===== src/rtl/uart_tx.sv =====
// uart_tx: buffered 8N1 serial transmitter.
// Bytes written through a one-cycle strobe are queued in a small circular FIFO.
// A bit-timing state machine drains the FIFO and shifts each byte out LSB-first.
// Frames are sent back to back, with no idle gap, while bytes remain queued.
module uart_tx #(
    parameter int CLKS_PER_BIT = 868,
    parameter int FIFO_DEPTH   = 8
) (
    input  logic                          clk,
    input  logic                          rst,
    input  logic                          wr_en,
    input  logic [7:0]                    wr_data,
    output logic                          full,
    output logic [$clog2(FIFO_DEPTH):0]   level,
    output logic                          busy,
    output logic                          tx
);

    localparam int AW = $clog2(FIFO_DEPTH);
    localparam int BW = $clog2(CLKS_PER_BIT);

    localparam logic [1:0] S_IDLE  = 2'd0;
    localparam logic [1:0] S_START = 2'd1;
    localparam logic [1:0] S_DATA  = 2'd2;
    localparam logic [1:0] S_STOP  = 2'd3;

    localparam logic [BW-1:0] BAUD_LOAD  = BW'(CLKS_PER_BIT - 1);
    localparam logic [AW:0]   LEVEL_FULL = (AW + 1)'(FIFO_DEPTH);

    logic [7:0]    mem [FIFO_DEPTH];
    logic [AW-1:0] rd_ptr;
    logic [AW-1:0] wr_ptr;
    logic [AW:0]   level_next;

    logic [1:0]    state;
    logic [7:0]    shift_reg;
    logic [2:0]    bit_idx;
    logic [BW-1:0] baud_cnt;

    logic          push;
    logic          pop;
    logic          baud_done;

    // The registered full flag gates writes, so a write during a full-FIFO pop
    // is still dropped.
    assign baud_done = (baud_cnt == '0);
    assign push      = wr_en && !full;
    assign pop       = (level != '0) &&
                       ((state == S_IDLE) || ((state == S_STOP) && baud_done));
    assign busy      = (state != S_IDLE) || (level != '0);

    // Occupancy after this edge: a simultaneous push and pop leave it unchanged.
    always_comb begin
        level_next = level;
        if (push && !pop) begin
            level_next = level + (AW + 1)'(1);
        end else if (pop && !push) begin
            level_next = level - (AW + 1)'(1);
        end
    end

    // Byte storage; the contents need no reset because the occupancy count guards every read.
    always_ff @(posedge clk) begin
        if (push) begin
            mem[wr_ptr] <= wr_data;
        end
    end

    // Pointers wrap naturally at the power-of-two depth; full and level stay registered.
    always_ff @(posedge clk or posedge rst) begin
        if (rst) begin
            rd_ptr <= '0;
            wr_ptr <= '0;
            level  <= '0;
            full   <= 1'b0;
        end else begin
            if (push) begin
                wr_ptr <= wr_ptr + AW'(1);
            end
            if (pop) begin
                rd_ptr <= rd_ptr + AW'(1);
            end
            level <= level_next;
            full  <= (level_next == LEVEL_FULL);
        end
    end

    // Frame sequencer: each bit lasts one baud countdown, and tx is driven from a flop so it never glitches.
    always_ff @(posedge clk or posedge rst) begin
        if (rst) begin
            state     <= S_IDLE;
            tx        <= 1'b1;
            shift_reg <= '0;
            bit_idx   <= '0;
            baud_cnt  <= '0;
        end else begin
            case (state)
                S_IDLE: begin
                    tx <= 1'b1;
                    if (pop) begin
                        shift_reg <= mem[rd_ptr];
                        bit_idx   <= '0;
                        baud_cnt  <= BAUD_LOAD;
                        state     <= S_START;
                        tx        <= 1'b0;
                    end
                end
                S_START: begin
                    if (baud_done) begin
                        baud_cnt <= BAUD_LOAD;
                        state    <= S_DATA;
                        tx       <= shift_reg[0];
                    end else begin
                        baud_cnt <= baud_cnt - BW'(1);
                    end
                end
                S_DATA: begin
                    if (baud_done) begin
                        baud_cnt <= BAUD_LOAD;
                        if (bit_idx == 3'd7) begin
                            state <= S_STOP;
                            tx    <= 1'b1;
                        end else begin
                            bit_idx   <= bit_idx + 3'd1;
                            shift_reg <= {1'b0, shift_reg[7:1]};
                            tx        <= shift_reg[1];
                        end
                    end else begin
                        baud_cnt <= baud_cnt - BW'(1);
                    end
                end
                S_STOP: begin
                    if (baud_done) begin
                        if (pop) begin
                            shift_reg <= mem[rd_ptr];
                            bit_idx   <= '0;
                            baud_cnt  <= BAUD_LOAD;
                            state     <= S_START;
                            tx        <= 1'b0;
                        end else begin
                            state <= S_IDLE;
                        end
                    end else begin
                        baud_cnt <= baud_cnt - BW'(1);
                    end
                end
                default: begin
                    state <= S_IDLE;
                    tx    <= 1'b1;
                end
            endcase
        end
    end

endmodule


===== config.mk =====
export PLATFORM = sky130hd
export DESIGN_NAME = uart_tx
export DESIGN_NICKNAME = d
export VERILOG_FILES = /design/src/rtl/uart_tx.sv
export SDC_FILE = /design/constraint.sdc
export NUM_CORES = 1
export LEC_CHECK = 0
export ABC_AREA = 1
export BUFFER_PORTS_ARGS = -buffer_cell sky130_fd_sc_hd__buf_2
export CAP_MARGIN = 40
export CORE_ASPECT_RATIO = 2
export CORE_UTILIZATION = 40
export DETAILED_ROUTE_END_ITERATION = 8
export GPL_ROUTABILITY_DRIVEN = 0
export HOLD_SLACK_MARGIN = 0.06
export PLACE_DENSITY_LB_ADDON = 0.1
export SETUP_SLACK_MARGIN = 0.05
export SYNTH_ARGS = -nofsm -noshare
export SYNTH_HDL_FRONTEND = slang
export SYNTH_SLANG_ARGS = --single-unit

===== constraint.sdc =====
create_clock -name clk -period 2.26 [get_ports clk]
set_input_delay 0.113 -clock clk [delete_from_list [all_inputs] [get_ports clk]]
set_output_delay 0.113 -clock clk [all_outputs]
set_load 0.03 [all_outputs]

== After elaboration in Yosys (flattened, before gate mapping) ==
Memory sizes are Yosys's and may differ from the RTL's.
Index checks and enable logic that the tools add are counted.

* Register bits after elaboration: 35
* Latch bits: 0
* Memory bits (writable): 64
* ROM bits: 0
* Bits of input ports: 11
* Memories: 1

{| class="wikitable"
|+ Memory list
! name !! depth !! width !! read ports !! clocked after Yosys merged registers in !! wr ports !! line !! text
|-
| mem || 8 || 8 || 1 || 0 || 1 || 30 || <nowiki>logic [7:0] mem [FIFO_DEPTH];</nowiki>
|}

* Add/sub/neg operators: 6
* Multiply operators: 0
* Div/mod/pow operators: 0
* Magnitude comparators: 0
* Equality and inequality tests: 12
* Shifts and indexed selects: 0
* Mux-type cells: 32
* Bitwise operators: 0
* Reduce and logical (&&, ||, !) cells: 19

{| class="wikitable"
|+ Operator list
! operator !! count
|-
| $mux W8 || 4
|-
| $mux W10 || 3
|-
| $pmux W10 S3 || 1
|-
| $pmux W8 S3 || 1
|-
| $ne A2 B2 Y1 const B || 7
|-
| $mux W3 || 4
|-
| $logic_not A10 Y1 || 1
|-
| $mux W2 || 5
|-
| $sub A10 B1 Y10 const B || 1
|-
| $add A3 B1 Y3 const B || 3
|-
| $mux W1 || 9
|-
| $pmux W3 S3 || 1
|-
| $mux W4 || 2
|-
| $pmux W2 S4 || 1
|-
| $reduce_and A4 Y1 || 2
|-
| $logic_and A1 B1 Y1 || 5
|-
| $reduce_and A5 Y1 || 1
|-
| $add A4 B1 Y4 const B || 1
|-
| $eq A2 B2 Y1 const B || 2
|-
| $eq A4 B4 Y1 const B || 1
|-
| $pmux W1 S4 || 1
|-
| $reduce_bool A4 Y1 || 1
|-
| $sub A4 B1 Y4 const B || 1
|-
| $eq A3 B3 Y1 const B || 1
|-
| 7 further kinds || 10
|}

== Longest topological paths before layout ==
* Depth in word-level cells: 8
* Depth in mapped cells: 13

== Least setup slack after synthesis ==
OpenSTA, ideal clock, no wires.

* Path type: flip-flop to flip-flop
* Start: register full
* End: memory mem[4][0], enable pin
* Data arrival time: 1.741 ns
* Required time: 1.890 ns
* Setup slack: 0.149 ns
* Cell stages (with the launch flop): 5
* Period minus slack after synthesis: 2.111 ns
* Path through: dfrtp_1 -> nor2_1 -> inv_1 -> or2_2 -> nor2_1

* Longest elaborated chain between the ends: 4

{| class="wikitable"
|+ RTL lines
! element !! line !! text
|-
| from (decl) || 13 || <nowiki>output logic full,</nowiki>
|-
| from (signal assigned) || 84 || <nowiki>full <= (level_next == LEVEL_FULL);</nowiki>
|-
| $logic_not A1 Y1 || 47 || <nowiki>assign push = wr_en && !full;</nowiki>
|-
| $logic_and A1 B1 Y1 || 47 ||
|-
| $mux W1 || 64 || <nowiki>if (push) begin</nowiki>
|-
| $mux W1 (implied by the code) || 65 || <nowiki>mem[wr_ptr] <= wr_data;</nowiki>
|-
| to (decl) || 30 ||
|}

No other way between the ends.

== Worst setup path after layout ==
* Start: register baud_cnt[0]
* End: register baud_cnt[8]

* Longest elaborated chain between the ends: 7

{| class="wikitable"
|+ RTL lines
! element !! line !! text
|-
| from (decl) || 38 || <nowiki>logic [BW-1:0] baud_cnt;</nowiki>
|-
| from (signal assigned) || 114 || <nowiki>baud_cnt <= baud_cnt - BW'(1);</nowiki>
|-
| from (signal assigned) || 129 || <nowiki>baud_cnt <= baud_cnt - BW'(1);</nowiki>
|-
| from (signal assigned) || 144 || <nowiki>baud_cnt <= baud_cnt - BW'(1);</nowiki>
|-
| parallel branches: the longest is 6 deep, another holds $sub A10 B1 Y10 || n/a ||
|-
| $pmux W10 S3 * || 97 || <nowiki>case (state)</nowiki>
|}

Every way passes the cells marked *.
A chain may end at the register's enable or synchronous reset.

==> reports/qor.csv <==
metric,value,unit
grt_use_total,18.9,%
hold_start,wr_en,
multi_input_area,1600,um^2
drc_errors,0,
die_w,77.9,um
htreeDepth,3,
end_kind,flip-flop,
reg2reg_to,baud_cnt[8],
drt_iter0_drc,121,
tns,0,ns
seq_area_frac_synth,60.7,%
fin_crit,1.96,ns
crit_fanout,10,
root_buffer,clkbuf_16,
synth_seq_cells,99,
ys_types,36,
grt_pass1_vias,3314,
grt-ovfl-total,0,
hold_end,wr_ptr[0],
layoutNonFillerInstCount,623,
grt_pass1_wl,16700,um
largest_reg_flops,64,
reg2regPathDepth,10,
outcome,"complete, no violations",
rsz0062_at_grt,no,
antennaDiodeCount,0,
wl,10500,um
hold_depth,6,
placed_cell_area,4950,um^2
placed_cells,598,
crit_arrival,2.24,ns
dr.pass1.iters,4,
final_common_cell,nor2_1,
core_area,11300,um^2
area_delta_synth_final,15.9,%
final_cell_mix,"nor2_1, edfxtp_1, o21ai_0, nand2_1, inv_1",
leakage,0.00215,uW
port_buffers,17,
hold_viol,0,
via_count,3261,
critPathMaxStageDelay,0.41,ns
nFillCells,1100,
peakVddDrop,580,uV
cts_resized,0,
viasPerCell,5.23,
ys.flop_type,edfxtp_1,
drv_cap,0,
path_clk_slew,0.08,ns
stdcell_area,5350,um^2
skew,0.00865,ns
cts_tree,yes,
required,2.55,ns
num_io_pins,18,
pre_cts_slack,0.308,ns
wl_per_cell,16.9,um
synth_nets,457,
drive_gt1_share,15.8,%
synth_area_per_cell,10.7,um^2
grt_max_degree,36,
start_kind,flip-flop,
die_h,154,um
r2r-start,baud_cnt[0],
setup_viol,0,
async_flop_share,35.4,%
clk_latency,0.35,ns
cts_buffers,9,
dp_hpwl,7350,um
clkSinkCount,99,
clock.fmax,0.511,GHz
seqCellArea,2800,um^2
worst-path-buf-inv,2,
path_cells,inv_1 -> ha_1 -> nand2_2 -> nor2_4 -> nand3_2 -> nand2_4 -> nand2_4 -> o21ai_0 -> o21ai_0 -> inv_1,
yosys_warnings,0,
final_util,47.4,%
antenna_found_initial,0,
timing.final.crit_share,86.6,%
rows,55,
holdCritPathClass,input port to flip-flop,
fin_ws,0.304,ns
worst_pin_slew,0.707,ns
worst-setup-path-type,flip-flop to flip-flop,
cp_top_family,simple AND/OR/NAND/NOR gates,
r2r_slack,0.30,ns
slew_violations,0,
ant_nets,0,
power.density,868,nW/um^2
synth-edff-count,64,
cts_buffer_depth,2,
synthCells,432,
die_area,12000,um^2
start_util,40.9,%
nets,501,
syn_area,4610,um^2
cp_slowest_cell,dfrtp_1,
slew_headroom,52.4,%
-- layer usage --
layer,share of wire (%),GRT usage [%]
met5,0,0
met2,58,37.8
met1,37,18.7
met3,1.4,1.72
met4,2.6,8.99
-- how the worst max path moves through the flow --
stage / start / to / slack (ns) / cells after the start
3_5_place_dp: baud_cnt[0] / baud_cnt[8] / 0.31 / 10
4_1_cts: baud_cnt[0] / baud_cnt[8] / 0.29 / 10
2_1_floorplan: full / mem[4][0] / 0.15 / 4
6_report: baud_cnt[0] / baud_cnt[8] / 0.30 / 10
5_1_grt: baud_cnt[0] / baud_cnt[8] / 0.13 / 10
3_3_place_gp: baud_cnt[0] / baud_cnt[5] / 0.36 / 10
-- cell type report --
cell class / count / share of cell area (%)
flip-flops and latches: 99 / 52.4
well taps: 142 / 3.32
repair buffers: 44 / 5.81
clock buffers: 9 / 4.21
clock inverters: 7 / 1.43
inverters: 42 / 2.95
multi-input cells: 280 / 29.9
-- report_power, final --
group / switching (uW) / total [uW] / internal, uW
Sequential: 113 / 2290 / 2180
Clock: 740 / 1530 / 787
Combinational: 549 / 819 / 270
Total: 1400 / 4640 / 3240
-- cell families (layout without fill, tap and decap cells) --
| kind of cell | Yosys count | count (layout) | share of synthesized area [%] |
|---|---|---|---|
| adder cells (fa/ha/maj) | 14 | 14 | 3.80 |
| buffers and inverters | 53 | 102 | 4.66 |
| XOR/XNOR | 11 | 11 | 2.09 |
| AND/OR/NAND/NOR | 159 | 159 | 16.4 |
| AO/OA/AOI/OAI | 96 | 96 | 12.4 |
| flip-flops | 99 | 99 | 60.7 |
-- worst min-delay path, stage by stage --
cell and delay, ns:
buf_2 0.09, inv_1 0.04, nor2_1 0.04, inv_1 0.13
nand2_1 0.07, nand2_1 0.06
-- synth_stat cells (2+ instances only) --
library cell | count | area (um^2)
nor2_4 | 3 | 33.8
inv_2 | 3 | 11.3
o21ai_0 | 50 | 250
nand2_1 | 49 | 184
nand2_4 | 5 | 56.3
a31oi_1 | 7 | 43.8
o211ai_1 | 6 | 45.0
nand4_1 | 6 | 37.5
nand2_2 | 2 | 12.5
nor2_1 | 66 | 248
o221ai_1 | 8 | 70.1
a31oi_2 | 2 | 25.0
nand3_1 | 19 | 95.1
ha_1 | 14 | 175
nor2_2 | 2 | 12.5
nand3_2 | 2 | 20.0
inv_1 | 38 | 143
o22ai_1 | 12 | 75.1
xnor2_1 | 2 | 17.5
xor2_1 | 9 | 78.8
dfrtp_1 | 34 | 851
clkbuf_1 | 9 | 33.8
a21oi_1 | 8 | 40.0
edfxtp_1 | 64 | 1920
-- stage by stage --
stage                     hold WS [ns]  power (uW)
after floorplan                  0.212        2850
after global placement           0.239        3130
after detailed placement         0.250        3160
after CTS                        0.219        4700
after global routing             0.274        4870
final                            0.229        4640
-- what timing repair did --
action                                  in CTS  in global routing
hold endpoints to repair                    86                  0
endpoints found under the setup margin       0                  0
hold buffers                                 9                  0
buffers inserted                             0                  0
Power figures use the tool's default switching activity.
